## src/rtl/mux_arb_pkg.sv

```systemverilog
// mux_arb_pkg: shared FSM encodings, requester sizing and round-robin winner search
package mux_arb_pkg;
  localparam logic IDLE = 1'b0;
  localparam logic GRANT = 1'b1;
  localparam int NREQ = 4;
  localparam int IDX_W = 2;
  // Scanning from farthest to nearest lets the nearest requester after ptr win; ptr itself is last.
  function automatic logic [IDX_W-1:0] next_rr(input logic [IDX_W-1:0] ptr, input logic [NREQ-1:0] req);
    logic [IDX_W-1:0] r;
    logic [IDX_W-1:0] idx;
    r = ptr;
    for (int k = NREQ - 1; k >= 1; k--) begin
      idx = ptr + IDX_W'(k);
      if (req[idx]) r = idx;
    end
    return r;
  endfunction
endpackage

```

## src/rtl/mux_4x1_nbits.sv

```systemverilog
// mux_4x1_nbits: 4-to-1 multiplexer of n-bit words
module mux_4x1_nbits #(
  parameter int n = 4
) (
  input  logic [n-1:0] w0,
  input  logic [n-1:0] w1,
  input  logic [n-1:0] w2,
  input  logic [n-1:0] w3,
  input  logic [1:0]   s,
  output logic [n-1:0] f
);
  always_comb f = s[1] ? (s[0] ? w3 : w2) : (s[0] ? w1 : w0);
endmodule

```

## src/rtl/mux_rr_arbiter_4x1.sv

```systemverilog
// mux_rr_arbiter_4x1: round-robin share of one registered n-bit channel among four requesters.
// Burst hold is compiled in with MUX_RR_ARBITER_BURST_EN.
module mux_rr_arbiter_4x1
  import mux_arb_pkg::*;
#(
  parameter int n = 4,
  parameter int BURST = 4
) (
  input  logic         clk,
  input  logic         rst,
  input  logic [n-1:0] w0,
  input  logic [n-1:0] w1,
  input  logic [n-1:0] w2,
  input  logic [n-1:0] w3,
  input  logic [3:0]   req,
  output logic [3:0]   ack,
  output logic [n-1:0] f,
  output logic         f_valid,
  input  logic         f_ready,
  output logic [1:0]   s,
  output logic         busy
);
  logic load;
  logic state;
  logic [IDX_W-1:0] ptr;
  logic [IDX_W-1:0] win;
  logic [n-1:0] mux_f;
  assign load = !f_valid | f_ready;
`ifdef MUX_RR_ARBITER_BURST_EN
  logic [4:0] cnt;
  logic hold;
  assign hold = state == GRANT && req[ptr] && cnt < 5'(BURST);
  assign win = hold ? ptr : next_rr(ptr, req);
`else
  assign win = next_rr(ptr, req);
`endif
  // Gated by rst so a request seen during reset is never acknowledged.
  assign ack = (!rst && load && |req) ? 4'b0001 << win : 4'b0000;
  assign busy = state == GRANT;
  mux_4x1_nbits #(.n(n)) u_mux (
    .w0(w0),
    .w1(w1),
    .w2(w2),
    .w3(w3),
    .s(win),
    .f(mux_f)
  );
  always_ff @(posedge clk) begin
    if (rst) begin
      f <= '0;
      f_valid <= 1'b0;
      s <= 2'd0;
      ptr <= 2'd3;
      state <= IDLE;
`ifdef MUX_RR_ARBITER_BURST_EN
      cnt <= 5'd0;
`endif
    end else if (load) begin
      if (|req) begin
        f <= mux_f;
        f_valid <= 1'b1;
        s <= win;
        ptr <= win;
        state <= GRANT;
`ifdef MUX_RR_ARBITER_BURST_EN
        cnt <= hold ? cnt + 5'd1 : 5'd1;
`endif
      end else begin
        f_valid <= 1'b0;
        state <= IDLE;
`ifdef MUX_RR_ARBITER_BURST_EN
        cnt <= 5'd0;
`endif
      end
    end
  end
endmodule
```

## config.mk

```make
export PLATFORM = sky130hd
export DESIGN_NAME = mux_rr_arbiter_4x1
export DESIGN_NICKNAME = d
export VERILOG_FILES = /design/src/rtl/mux_arb_pkg.sv /design/src/rtl/mux_4x1_nbits.sv /design/src/rtl/mux_rr_arbiter_4x1.sv
export SDC_FILE = /design/constraint.sdc
export NUM_CORES = 1
export LEC_CHECK = 0
export ABC_CLOCK_PERIOD_IN_PS = 3300
export CORE_ASPECT_RATIO = 0.9
export CORE_MARGIN = 10
export CORE_UTILIZATION = 36
export CTS_CLUSTER_SIZE = 20
export DETAILED_ROUTE_END_ITERATION = 16
export GPL_ROUTABILITY_DRIVEN = 1
export HOLD_SLACK_MARGIN = 0.1
export PLACE_DENSITY = 0.78
export SYNTH_ARGS = -nofsm -noshare
export SYNTH_HDL_FRONTEND = slang
export SYNTH_SLANG_ARGS = --single-unit
export TNS_END_PERCENT = 20
```

## constraint.sdc

```tcl
create_clock -name clk -period 3.3 [get_ports clk]
set_clock_uncertainty 0.2 [all_clocks]
set_input_delay 0.99 -clock clk [delete_from_list [all_inputs] [get_ports clk]]
set_output_delay 0.99 -clock clk [all_outputs]
set_load 0.1 [all_outputs]
```

# ---- Word level (Yosys, flattened, before mapping)
# Index checks and enable logic that the tools add are counted.
dict set report totals {
  n_memories 0
  reg_bits 9
  latchBits 0
  out_inout_bits 12
  ram_bits 0
  mem_bits_ro 0
}
dict set report classes {
  bitwise 1
  div_mod_pow 0
  n_shift 1
  addsub 3
  reduce_logical 6
  n_eq_ne 0
  muxes 14
  mul 0
  order_cmp 3
}
# op n
set ops {}
lappend ops {{$mux 4} 4}
lappend ops {{$lt 2x3->1 const B} 3}
lappend ops {{$bmux 1 s2} 3}
lappend ops {{$mux 2} 3}
lappend ops {{$add 2x2->2 const B} 2}
lappend ops {{$mux 1} 4}
lappend ops {{$reduce_or 4->1} 1}
lappend ops {{$shl 1x2->4 const A} 1}
lappend ops {{$add 2x1->2 const B} 1}
lappend ops {{$logic_and 1x1->1} 2}
lappend ops {{$logic_not 1->1} 2}
lappend ops {{$reduce_and 2->1} 1}
lappend ops {{$or 1x1->1} 1}

# ---- Logic depth before layout (Yosys ltp)
# Gate-level depths: netlist of the first run.
dict set report depth {
  word_depth 8
  ltp_mapped 6
  ltp_nobuf 5
}

# ---- Cells and area by module
# From an unflattened synthesis of the first run, not the netlist that was laid out.
dict set report hier_totals {
  hier_cells 62
  hier_area_um2 563.0
}
# module instances cells_each seq_area_each_um2 area_per_inst_um2
set by_module_without_submodules {}
lappend by_module_without_submodules {mux_rr_arbiter_4x1 1 58 180.2 457.9}
lappend by_module_without_submodules {mux_4x1_nbits 1 4 0.0 105.1}

# ---- Least setup slack after synthesis of the first run
# Ideal clock, no wire load.
dict set report synth_timing {
  path_kind {input port to output port}
  start {input port f_ready}
  end {output port ack[2]}
  arrival_ns 3.940
  required_ns 2.110
  n_path_buf 1
  slack_ns -1.830
  path_stages 5
  cell_sequence {inv_1 a21o_1 or4_1 buf_4 nor3_1}
}
dict set report synth_via {
  elab_chain_len 4
}
# item line_no
set synth_rtl {}
lappend synth_rtl {{from (decl)} mux_rr_arbiter_4x1.sv:19} ;# input logic f_ready,
lappend synth_rtl {{$or 1x1->1} mux_rr_arbiter_4x1.sv:28} ;# assign load = !f_valid | f_ready;
lappend synth_rtl {{$logic_and 1x1->1 (2 in a row)} mux_rr_arbiter_4x1.sv:38} ;# assign ack = (!rst && load && |req) ? 4'b0001 << win : 4'b0000;
lappend synth_rtl {{$mux 4} mux_rr_arbiter_4x1.sv:38}
lappend synth_rtl {{to (decl)} mux_rr_arbiter_4x1.sv:16} ;# output logic [3:0] ack,
# No other way between the ends.

# ---- Worst setup path after layout of the first run
dict set report layout_timing {
  start {input port req[1]}
  end {output port ack[2]}
}
dict set report layout_via {
  elab_chain_len 7
  word_cells_on_any_way 13
}
# item line_no
set layout_rtl {}
lappend layout_rtl {{from (decl)} mux_rr_arbiter_4x1.sv:15} ;# input logic [3:0] req,
lappend layout_rtl {{$bmux 1 s2} mux_arb_pkg.sv:14} ;# if (req[idx]) r = idx;
lappend layout_rtl {{$mux 1 (not written as such)} mux_arb_pkg.sv:14}
lappend layout_rtl {{$mux 2 (3 in a row)} mux_arb_pkg.sv:14}
lappend layout_rtl {{$shl 1x2->4} mux_rr_arbiter_4x1.sv:38}
lappend layout_rtl {{$mux 4 (*)} mux_rr_arbiter_4x1.sv:38}
# Mark *: on every way between the ends. The rest lies on a longest branch, timed or not. The select of a mux whose other input is x is not followed.

==> qor.yml, run 1 <==
top_signal_layer_used: "met4"
mostFrequentLayoutCell: "sky130_fd_sc_hd__buf_4"
max_freq_mhz: 289
synth_largest_area_cell: "sky130_fd_sc_hd__dfxtp_1"
layout_worst_path_cycle_share_pct: 105
syn-instance-count: 76
power_density_mw_per_mm2: 451
cap_viol_max_count: 0
remaining_drc_errors: 0
criticalPathCategory: "in2out"
clock_power_share_pct: 16.0
synth.yosys.warnings: 0
core.rowCount: 13
detailedPlacementHpwl_um: 1740
setup_slack_ns: -0.166
post_route_cells_drive_above_1_share_pct: 41.4
outcome: "complete, but fails checks"
grt_max_degree: 14
cts_max_level: 1
ys_types: 25
drtPass1Iterations: 4
finalHoldViolCount: 0
p_switching_w: 0.000253
power_leakage_nw: 0.523
dieArea_sq_mm: 0.00365
clock_transition_at_the_register_clock_pins_on_the_worst_setup_and_hold_paths_after_cts_ns: 0.06
most-common-layout-cells: "26 x sky130_fd_sc_hd__buf_4, 17 x sky130_fd_sc_hd__clkdlybuf4s50_1, 9 x sky130_fd_sc_hd__dfxtp_1"
wl_um: 2140
timing.slew.headroom_pct: 66.1
cts.path.max_buffers: 2
clkSinkCount: 9
number_of_global_route_vias_before_repair: 855
gp_routability_congestion: 0.785
dr.first_iter.drc_count: 19
netlist.area_leader.share_pct: 30.6
io_buffers: 34
routed-via-count: 768
number_of_antenna_violations_at_the_first_check_in_global_routing: 0
floorplan.initialDensity_pct: 39.3
cp.arrival_ns: 2.28
timing.final.setup_violations: 4
power_frac_seq_pct: 24.6
drtAntennaViolNets: 0
required_ns: 2.11
cts-root-buf: "sky130_fd_sc_hd__clkbuf_4"
period_needed_ns: 3.47
synth.ff_latch_count: 9
overflow: 0
path_max_fanout: 4
synth_area_sq_um: 588
wirelength_met1_um: 952
fin_area_sq_mm: 0.00120
met3WireLength_um: 152
ios: 35
floorplan.die.height_um: 58.3
avgViaCountPerCell: 5.12
layout-area-overhead-vs-synth_pct: 104
max_slew.worst_pin.slew_ns: 0.505
combinationalPowerShare_pct: 59.3
ir_drop_mv: 0.228
final_core_util_pct: 80.3
worstPathCellList: "buf_8, o21ai_2, a21boi_2, or4_4, nor3_4, buf_12"
wl_met2_um: 986
die-width_um: 62.6
global_route_wire_length_before_repair_um: 3650
wire_per_inst_um: 14.3
synth_area_per_cell_sq_um: 7.74
detailedPlace.worstSlack_ns: -0.753
grt_usage_pct: 11.7
worstSetupStartpointType: "input port"
timing.hold.worst.class: "reg2reg"
switching_share_of_power_pct: 46.7
cts_inserted_buffers: 3
mappedNetlistNets: 99
core-area_sq_mm: 0.00150
power_w: 0.000542
internal_power_w: 0.000289
critPathMaxStageDelay_ns: 0.59
place_area_sq_mm: 0.00113
finish.net_count: 152
critical_path_top_delay_cell: "sky130_fd_sc_hd__or4_4"
cts_tree: "built"
setup_repair_after_global_routing_missed_its_margin: "true"
setup.worst_path.end_class: "output pin"
post_synth_main_area_contributors: "sky130_fd_sc_hd__dfxtp_1 31%, sky130_fd_sc_hd__a211oi_1 10%, sky130_fd_sc_hd__o21bai_1 6.4%, sky130_fd_sc_hd__a21oi_2 6.0%, sky130_fd_sc_hd__nor3_1 5.1%"
timing_max_transition_violations_final: 0
clk_latency_ns: 0.26
antennaDiodeCount: 0
ys_seq_area_share_pct: 30.6
violations: "negative setup slack"
sequential cells by signal, indices dropped and copies added (netlist names):
signal  count
f           4
ptr         2
s           2
busy        1
power by group through the flow:
stage / Clock, W / Combinational [W] / Sequential, W
2_1_floorplan: 0 / 0.000118 / 0.000215
3_3_place_gp: 0 / 0.000306 / 0.000135
3_5_place_dp: 0 / 0.000309 / 0.000135
4_1_cts: 0.0000869 / 0.000320 / 0.000134
5_1_grt: 0.0000926 / 0.000338 / 0.000136
6_report: 0.0000869 / 0.000322 / 0.000134
final cells by class:
| class | count | area, sq um |
|---|---|---|
| clock buffers | 4 | 26.3 |
| fillers | 104 | 295 |
| inverters | 5 | 18.8 |
| multi-input cells | 58 | 440 |
| flip-flops and latches | 9 | 180 |
| well taps | 22 | 27.5 |
| repair buffers | 52 | 508 |
what timing repair did:
item / CTS / global route
pin swaps: 5 / 1
gates resized for setup: 33 / 3
hold buffers: 0 / 0
endpoints found under the setup margin: 4 / 4
setup buffers: 2 / 0
layer usage:
metal	GRT usage [%]	vias to the layer above
li1	-	384
met5	0	-
met3	3.21	5
met4	6.37	0
met2	20.0	29
met1	13.2	350
kinds of logic after synthesis:
logic type / synth area share [%]
simple gates: 24.7
flops: 30.6
buf+inv: 7.23
compound gates: 37.4
stage by stage:
stage	std cells	hold slack [ns]	TNS, ns
finish	150	0.275	-0.527
global route	150	0.321	-0.698
CTS	150	0.281	-0.563
detailed placement	144	0.267	-2.80
global placement	144	0.246	-2.69
floorplan	76	0.313	-1.91
worst paths after layout:
path | start | end | slack (ns) | depth (start not counted)
max | req[1] | ack[2] | -0.17 | 6
min | s[1] | s[1] | 0.27 | 2
max reg2reg | ptr[1] | f[2] | 1.37 | 6
min reg2reg | s[1] | s[1] | 0.27 | 2
synth_stat cells:
library cell / number
sky130_fd_sc_hd__o21bai_1: 5
sky130_fd_sc_hd__dfxtp_1: 9
sky130_fd_sc_hd__a21o_1: 3
sky130_fd_sc_hd__buf_2: 1
sky130_fd_sc_hd__nand3b_1: 1
sky130_fd_sc_hd__or4_1: 1
sky130_fd_sc_hd__nor3_1: 6
sky130_fd_sc_hd__clkbuf_1: 1
sky130_fd_sc_hd__nor4_2: 1
sky130_fd_sc_hd__a211oi_1: 8
sky130_fd_sc_hd__nor2_1: 3
sky130_fd_sc_hd__a21oi_1: 4
sky130_fd_sc_hd__nand3_1: 1
sky130_fd_sc_hd__a21boi_0: 1
sky130_fd_sc_hd__o21ai_0: 1
sky130_fd_sc_hd__or2b_1: 1
sky130_fd_sc_hd__and3_1: 1
sky130_fd_sc_hd__inv_1: 5
sky130_fd_sc_hd__buf_4: 2
sky130_fd_sc_hd__and3b_1: 1
sky130_fd_sc_hd__a21oi_2: 4
sky130_fd_sc_hd__a31oi_1: 4
sky130_fd_sc_hd__nand2b_1: 3
sky130_fd_sc_hd__nand2_1: 8
sky130_fd_sc_hd__o31ai_1: 1
critical path: cells and delay by family:
| family | cells | cell delay (ns) |
|---|---|---|
| buf+inv | 2 | 0.30 |
| simple gates | 2 | 0.76 |
| compound gates | 2 | 0.21 |
Power figures use the tool's default switching activity.
==> run 2, diff against run 1 <==
--- a/config.mk
+++ b/config.mk
@@ -12,8 +12,10 @@
 export CTS_CLUSTER_SIZE = 20
 export DETAILED_ROUTE_END_ITERATION = 16
 export GPL_ROUTABILITY_DRIVEN = 1
+export GPL_TIMING_DRIVEN = 0
 export HOLD_SLACK_MARGIN = 0.1
 export PLACE_DENSITY = 0.78
+export REMOVE_ABC_BUFFERS = 1
 export SYNTH_ARGS = -nofsm -noshare
 export SYNTH_HDL_FRONTEND = slang
 export SYNTH_SLANG_ARGS = --single-unit
==> run 2 against run 1 <==
  * Cell count decreased by 6.0%
  * Die area unchanged
  * The flow still finishes with violations (negative setup slack)
  * Register-to-register slack about the same
  * Power decreased by 2.6%
  * Worst setup slack got worse by 0.033 ns
  * Cell area decreased by 5.2%
  * Non-clock buffer count decreased by 9
==> qor.yml, run 2 (synthesis results as in run 1) <==
overflow: 0
min_path_cells: 2
setup_slack_ns: -0.199
detailedPlacementHpwl_um: 1660
required_ns: 2.11
worstSetupStartpointType: "input port"
max_freq_mhz: 286
number_of_antenna_violations_at_the_first_check_in_global_routing: 0
cts_tree: "built"
io_buffers: 34
timing.final.setup_violations: 4
final-seq-area_sq_um: 180
criticalPathCategory: "in2out"
ios: 35
ir_drop_mv: 0.241
layout-area-overhead-vs-synth_pct: 93.6
core-area_sq_mm: 0.00150
post_route_cells_drive_above_1_share_pct: 31.9
critical_path_top_delay_cell: "sky130_fd_sc_hd__or4_4"
number_of_global_route_vias_before_repair: 755
cts.path.max_buffers: 2
cts_inserted_buffers: 3
cap_viol_max_count: 0
gp_routability_congestion: 0.808
multiInputGateArea_sq_um: 443
wl_um: 2500
core.rowCount: 13
holdWs_ns: 0.307
timing_max_transition_violations_final: 0
violations: "negative setup slack"
clock_transition_at_the_register_clock_pins_on_the_worst_setup_and_hold_paths_after_cts_ns: 0.06
dr.first_iter.drc_count: 14
wire_per_inst_um: 17.7
largest_reg_flops: 4
layout_worst_path_cycle_share_pct: 106
mostFrequentLayoutCell: "sky130_fd_sc_hd__clkdlybuf4s50_1"
setup.worst_path.end_class: "output pin"
path_max_fanout: 4
setup_tns_ns: -0.676
finish.net_count: 143
layout_top_registers: "f: 4 flops, ptr: 2 flops, s: 2 flops"
global_route_wire_length_before_repair_um: 3820
r2r.worst_path.cells: 6
die-width_um: 62.6
finalHoldViolCount: 0
dieArea_sq_mm: 0.00365
clk_latency_ns: 0.26
routed-via-count: 769
setup_repair_after_global_routing_missed_its_margin: "true"
clkSinkCount: 9
grt_usage_pct: 13.0
timing.hold.worst.class: "reg2reg"
timing.slew.headroom_pct: 33.1
nFillCells: 106
power_density_mw_per_mm2: 464
top_register: "f"
cp.arrival_ns: 2.31
avgViaCountPerCell: 5.45
drtPass1Iterations: 4
outcome: "complete, but fails checks"
antennaDiodeCount: 0
period_needed_ns: 3.50
most-common-layout-cells: "24 x sky130_fd_sc_hd__clkdlybuf4s50_1, 9 x sky130_fd_sc_hd__dfxtp_1, 9 x sky130_fd_sc_hd__buf_4"
grt_max_degree: 14
max_slew.worst_pin.slew_ns: 1.00
remaining_drc_errors: 0
power_leakage_nw: 0.464
cts-root-buf: "sky130_fd_sc_hd__clkbuf_4"
cts_hold_buffers: 0
cts_max_level: 1
floorplan.initialDensity_pct: 39.3
worstPathCellList: "buf_6, nor4_4, a21o_1, or4_4, nor3_4, buf_12"
floorplan.die.height_um: 58.3
drtAntennaViolNets: 0
critPathMaxStageDelay_ns: 0.61
run 2: changes by cell type in the layout (fill, tap and decap cells not counted), moves of 2 or more:
cell,before,now
sky130_fd_sc_hd__buf_12,5,2
sky130_fd_sc_hd__buf_8,1,3
sky130_fd_sc_hd__buf_4,26,9
sky130_fd_sc_hd__clkdlybuf4s50_1,17,24
sky130_fd_sc_hd__nor3_4,4,2
run 2: cell type report:
type / instances / share of cell area, %
Multi-Input combinational cell: 58 / 38.9
Timing Repair Buffer: 43 / 38.9
Sequential cell: 9 / 15.8
Tap cell: 22 / 2.42
Clock buffer: 4 / 2.31
Inverter: 5 / 1.65
run 2: repair_timing:
action,in CTS,in global routing
endpoints found under the hold margin,0,0
pin swaps,6,3
setup endpoints to repair,4,4
setup buffers,5,4
gates resized for setup,78,9
run 2: metal layers:
metal  GRT usage, %  vias up  wire, um
met3           2.08        5       134
met5              0        -         0
li1               -      370         -
met1           15.1      360      1060
met2           21.9       34      1250
met4           8.92        0        57
run 2: worst max-delay path: cells and delay by family:
kind                   cells  cell delay, ns
buffers and inverters      2            0.29
AO/OA/AOI/OAI              1            0.20
AND/OR/NAND/NOR            3            0.84
run 2: where the power goes:
| group | switching (W) | leakage [nW] | internal (W) |
|---|---|---|---|
| Clock | 0.0000405 | 0.0150 | 0.0000467 |
| Sequential | 0.0000122 | 0.0751 | 0.000123 |
| Combinational | 0.000201 | 0.374 | 0.000104 |
| Total | 0.000254 | 0.464 | 0.000274 |
run 2: worst paths after layout:
path,to,slack (ns),startpoint
worst min register to register,s[1],0.31,s[1]
worst max-delay path,ack[3],-0.20,req[2]
worst max register to register,f[1],1.36,ptr[1]
worst min-delay path,s[1],0.31,s[1]
run 2: through the flow:
stage | cell area (sq um) | setup WS (ns) | utilization [%] | cells | power (W)
detailed placement | 932 | -1.84 | 62.3 | 128 | 0.000394
global placement | 932 | -1.82 | 62.3 | 128 | 0.000389
floorplan | 564 | -2.06 | - | 72 | 0.000314
CTS | 1080 | -0.215 | 72.2 | 137 | 0.000510
finish | 1140 | -0.199 | 76.1 | 141 | 0.000528
global route | 1140 | -0.238 | 76.1 | 141 | 0.000547
==> run 3, diff against run 2 <==
--- a/config.mk
+++ b/config.mk
@@ -16,6 +16,7 @@
 export HOLD_SLACK_MARGIN = 0.1
 export PLACE_DENSITY = 0.78
 export REMOVE_ABC_BUFFERS = 1
+export SKIP_CTS_REPAIR_TIMING = 1
 export SYNTH_ARGS = -nofsm -noshare
 export SYNTH_HDL_FRONTEND = slang
 export SYNTH_SLANG_ARGS = --single-unit
==> run 3 against run 2 <==
  * The run still ends with negative setup slack left
  * Via count down 3.3%
  * Worst hold slack got worse by 0.012 ns
  * Power shrank 1.7%
  * Register-to-register slack worse by 0.11 ns
  * Count of clock-buffer cells in the layout stayed put
  * First-iteration DRC count is 64% lower
  * Global-route usage decreased by 2.5 points
  * Sequential share of layout area is 0.65 points higher
  * Flip-flop and latch count unchanged
  * Critical path depth shrank 1
==> qor.yml, run 3 (synthesis results as in run 1) <==
outcome: "complete, but fails checks"
violations: "negative setup slack"
power_leakage_nw: 0.452
cts-root-buf: "sky130_fd_sc_hd__clkbuf_4"
setup_slack_ns: -0.361
timing_max_transition_violations_final: 0
routed-via-count: 744
criticalPathCategory: "in2out"
avgViaCountPerCell: 5.43
drtAntennaViolNets: 0
clock_transition_at_the_register_clock_pins_on_the_worst_setup_and_hold_paths_after_cts_ns: 0.06
top_register: "f"
cts.path.max_buffers: 2
antennaDiodeCount: 0
max_freq_mhz: 273
overflow: 0
finalHoldViolCount: 0
register_to_register_setup_slack_ns: 1.25
timing.slew.headroom_pct: 33.5
finish.net_count: 139
min_path_cells: 2
layout-area-overhead-vs-synth_pct: 86.0
number_of_antenna_violations_at_the_first_check_in_global_routing: 0
crit-reg2reg-capture: "f[3]"
required_ns: 2.11
drtPass1Iterations: 4
min_delay_worst_endpoint: "s[1]"
cap_viol_max_count: 0
number_of_global_route_vias_before_repair: 638
ir_drop_mv: 0.214
wl_um: 2390
r2r-start: "ptr[1]"
most-common-layout-cells: "24 x sky130_fd_sc_hd__clkdlybuf4s50_1, 9 x sky130_fd_sc_hd__dfxtp_1, 8 x sky130_fd_sc_hd__a211oi_1"
io_buffers: 34
max_slew.worst_pin.slew_ns: 0.994
core.rowCount: 13
wire_per_inst_um: 17.4
floorplan.die.height_um: 58.3
gp_routability_congestion: 0.808
cp.arrival_ns: 2.47
setup.worst_path.end_class: "output pin"
nFillCells: 117
largest_reg_flops: 4
floorplan.initialDensity_pct: 39.3
remaining_drc_errors: 0
multiInputGateArea_sq_um: 449
final_core_util_pct: 73.1
cts_max_level: 1
layout_worst_path_cycle_share_pct: 111
grt_max_degree: 14
detailedPlacementHpwl_um: 1660
timing.hold.worst.class: "reg2reg"
global_route_wire_length_before_repair_um: 3060
power_density_mw_per_mm2: 475
mostFrequentLayoutCell: "sky130_fd_sc_hd__clkdlybuf4s50_1"
dieArea_sq_mm: 0.00365
ios: 35
power_w: 0.000519
post_route_cells_drive_above_1_share_pct: 28.7
period_needed_ns: 3.66
cts_inserted_buffers: 3
holdWs_ns: 0.295
timing.final.setup_violations: 4
setup_repair_after_global_routing_missed_its_margin: "true"
cts_tree: "built"
dr.first_iter.drc_count: 5
die-width_um: 62.6
clk_latency_ns: 0.26
worstSetupStartpointType: "input port"
layout_top_registers: "f: 4 flops, ptr: 2 flops, s: 2 flops"
grt_usage_pct: 10.5
clkSinkCount: 9
min_from: "s[1]"
r2r.worst_path.cells: 6
path_max_fanout: 6
core-area_sq_mm: 0.00150
final-seq-area_sq_um: 180
==> run 3: cell types whose count changed in the layout (fill, tap and decap cells not counted), sizes merged <==
cell,previous run,this run
dlymetal6s2s,0,2
clkbuf,6,7
dlygate4sd2,1,0
buf,16,10
==> run 3: metrics by stage <==
stage                     TNS, ns  cells  setup WS (ns)  instance area, sq um
after floorplan             -7.85     72          -2.06                   564
after global placement      -7.08    128          -1.82                   932
after detailed placement    -7.16    128          -1.84                   932
after CTS                   -7.21    132          -1.85                   958
after global routing        -1.13    137         -0.386                  1090
final                      -0.950    137         -0.361                  1090
==> run 3: report_power, final <==
part | total [W] | leakage (nW) | internal, W | switching, W
sequential | 0.000136 | 0.0751 | 0.000123 | 0.0000125
combinational | 0.000294 | 0.362 | 0.0000968 | 0.000197
clock | 0.0000894 | 0.0150 | 0.0000468 | 0.0000426
total | 0.000519 | 0.452 | 0.000267 | 0.000252
==> run 3: worst max-delay path, cell delays in order <==
cell and delay (ns):
sky130_fd_sc_hd__buf_4 0.14, sky130_fd_sc_hd__and3b_2 0.23, sky130_fd_sc_hd__or4_4 0.61, sky130_fd_sc_hd__nor3_2 0.22, sky130_fd_sc_hd__clkbuf_8 0.28
==> run 3: worst max-delay path by stage <==
stage                start  endpoint  slack, ns
floorplan             busy    ack[2]      -2.06
global placement    req[3]    ack[2]      -1.82
detailed placement  req[3]    ack[2]      -1.84
CTS                 req[3]    ack[2]      -1.85
global route        req[3]    ack[3]      -0.39
finish              req[1]    ack[3]      -0.36
==> run 3: cell type report <==
type	instances	share of cell area, %
multi-input cells	58	41.1
repair buffers	39	35.8
flip-flops and latches	9	16.5
well taps	22	2.52
clock buffers	4	2.40
inverters	5	1.72
==> run 3: routing by layer <==
layer	routed length [um]	share of wire [%]	GRT usage, %
met3	83	3.5	2.27
met2	1160	48	16.2
met1	1070	45	12.7
met4	78	3.3	7.64
met5	0	0	0
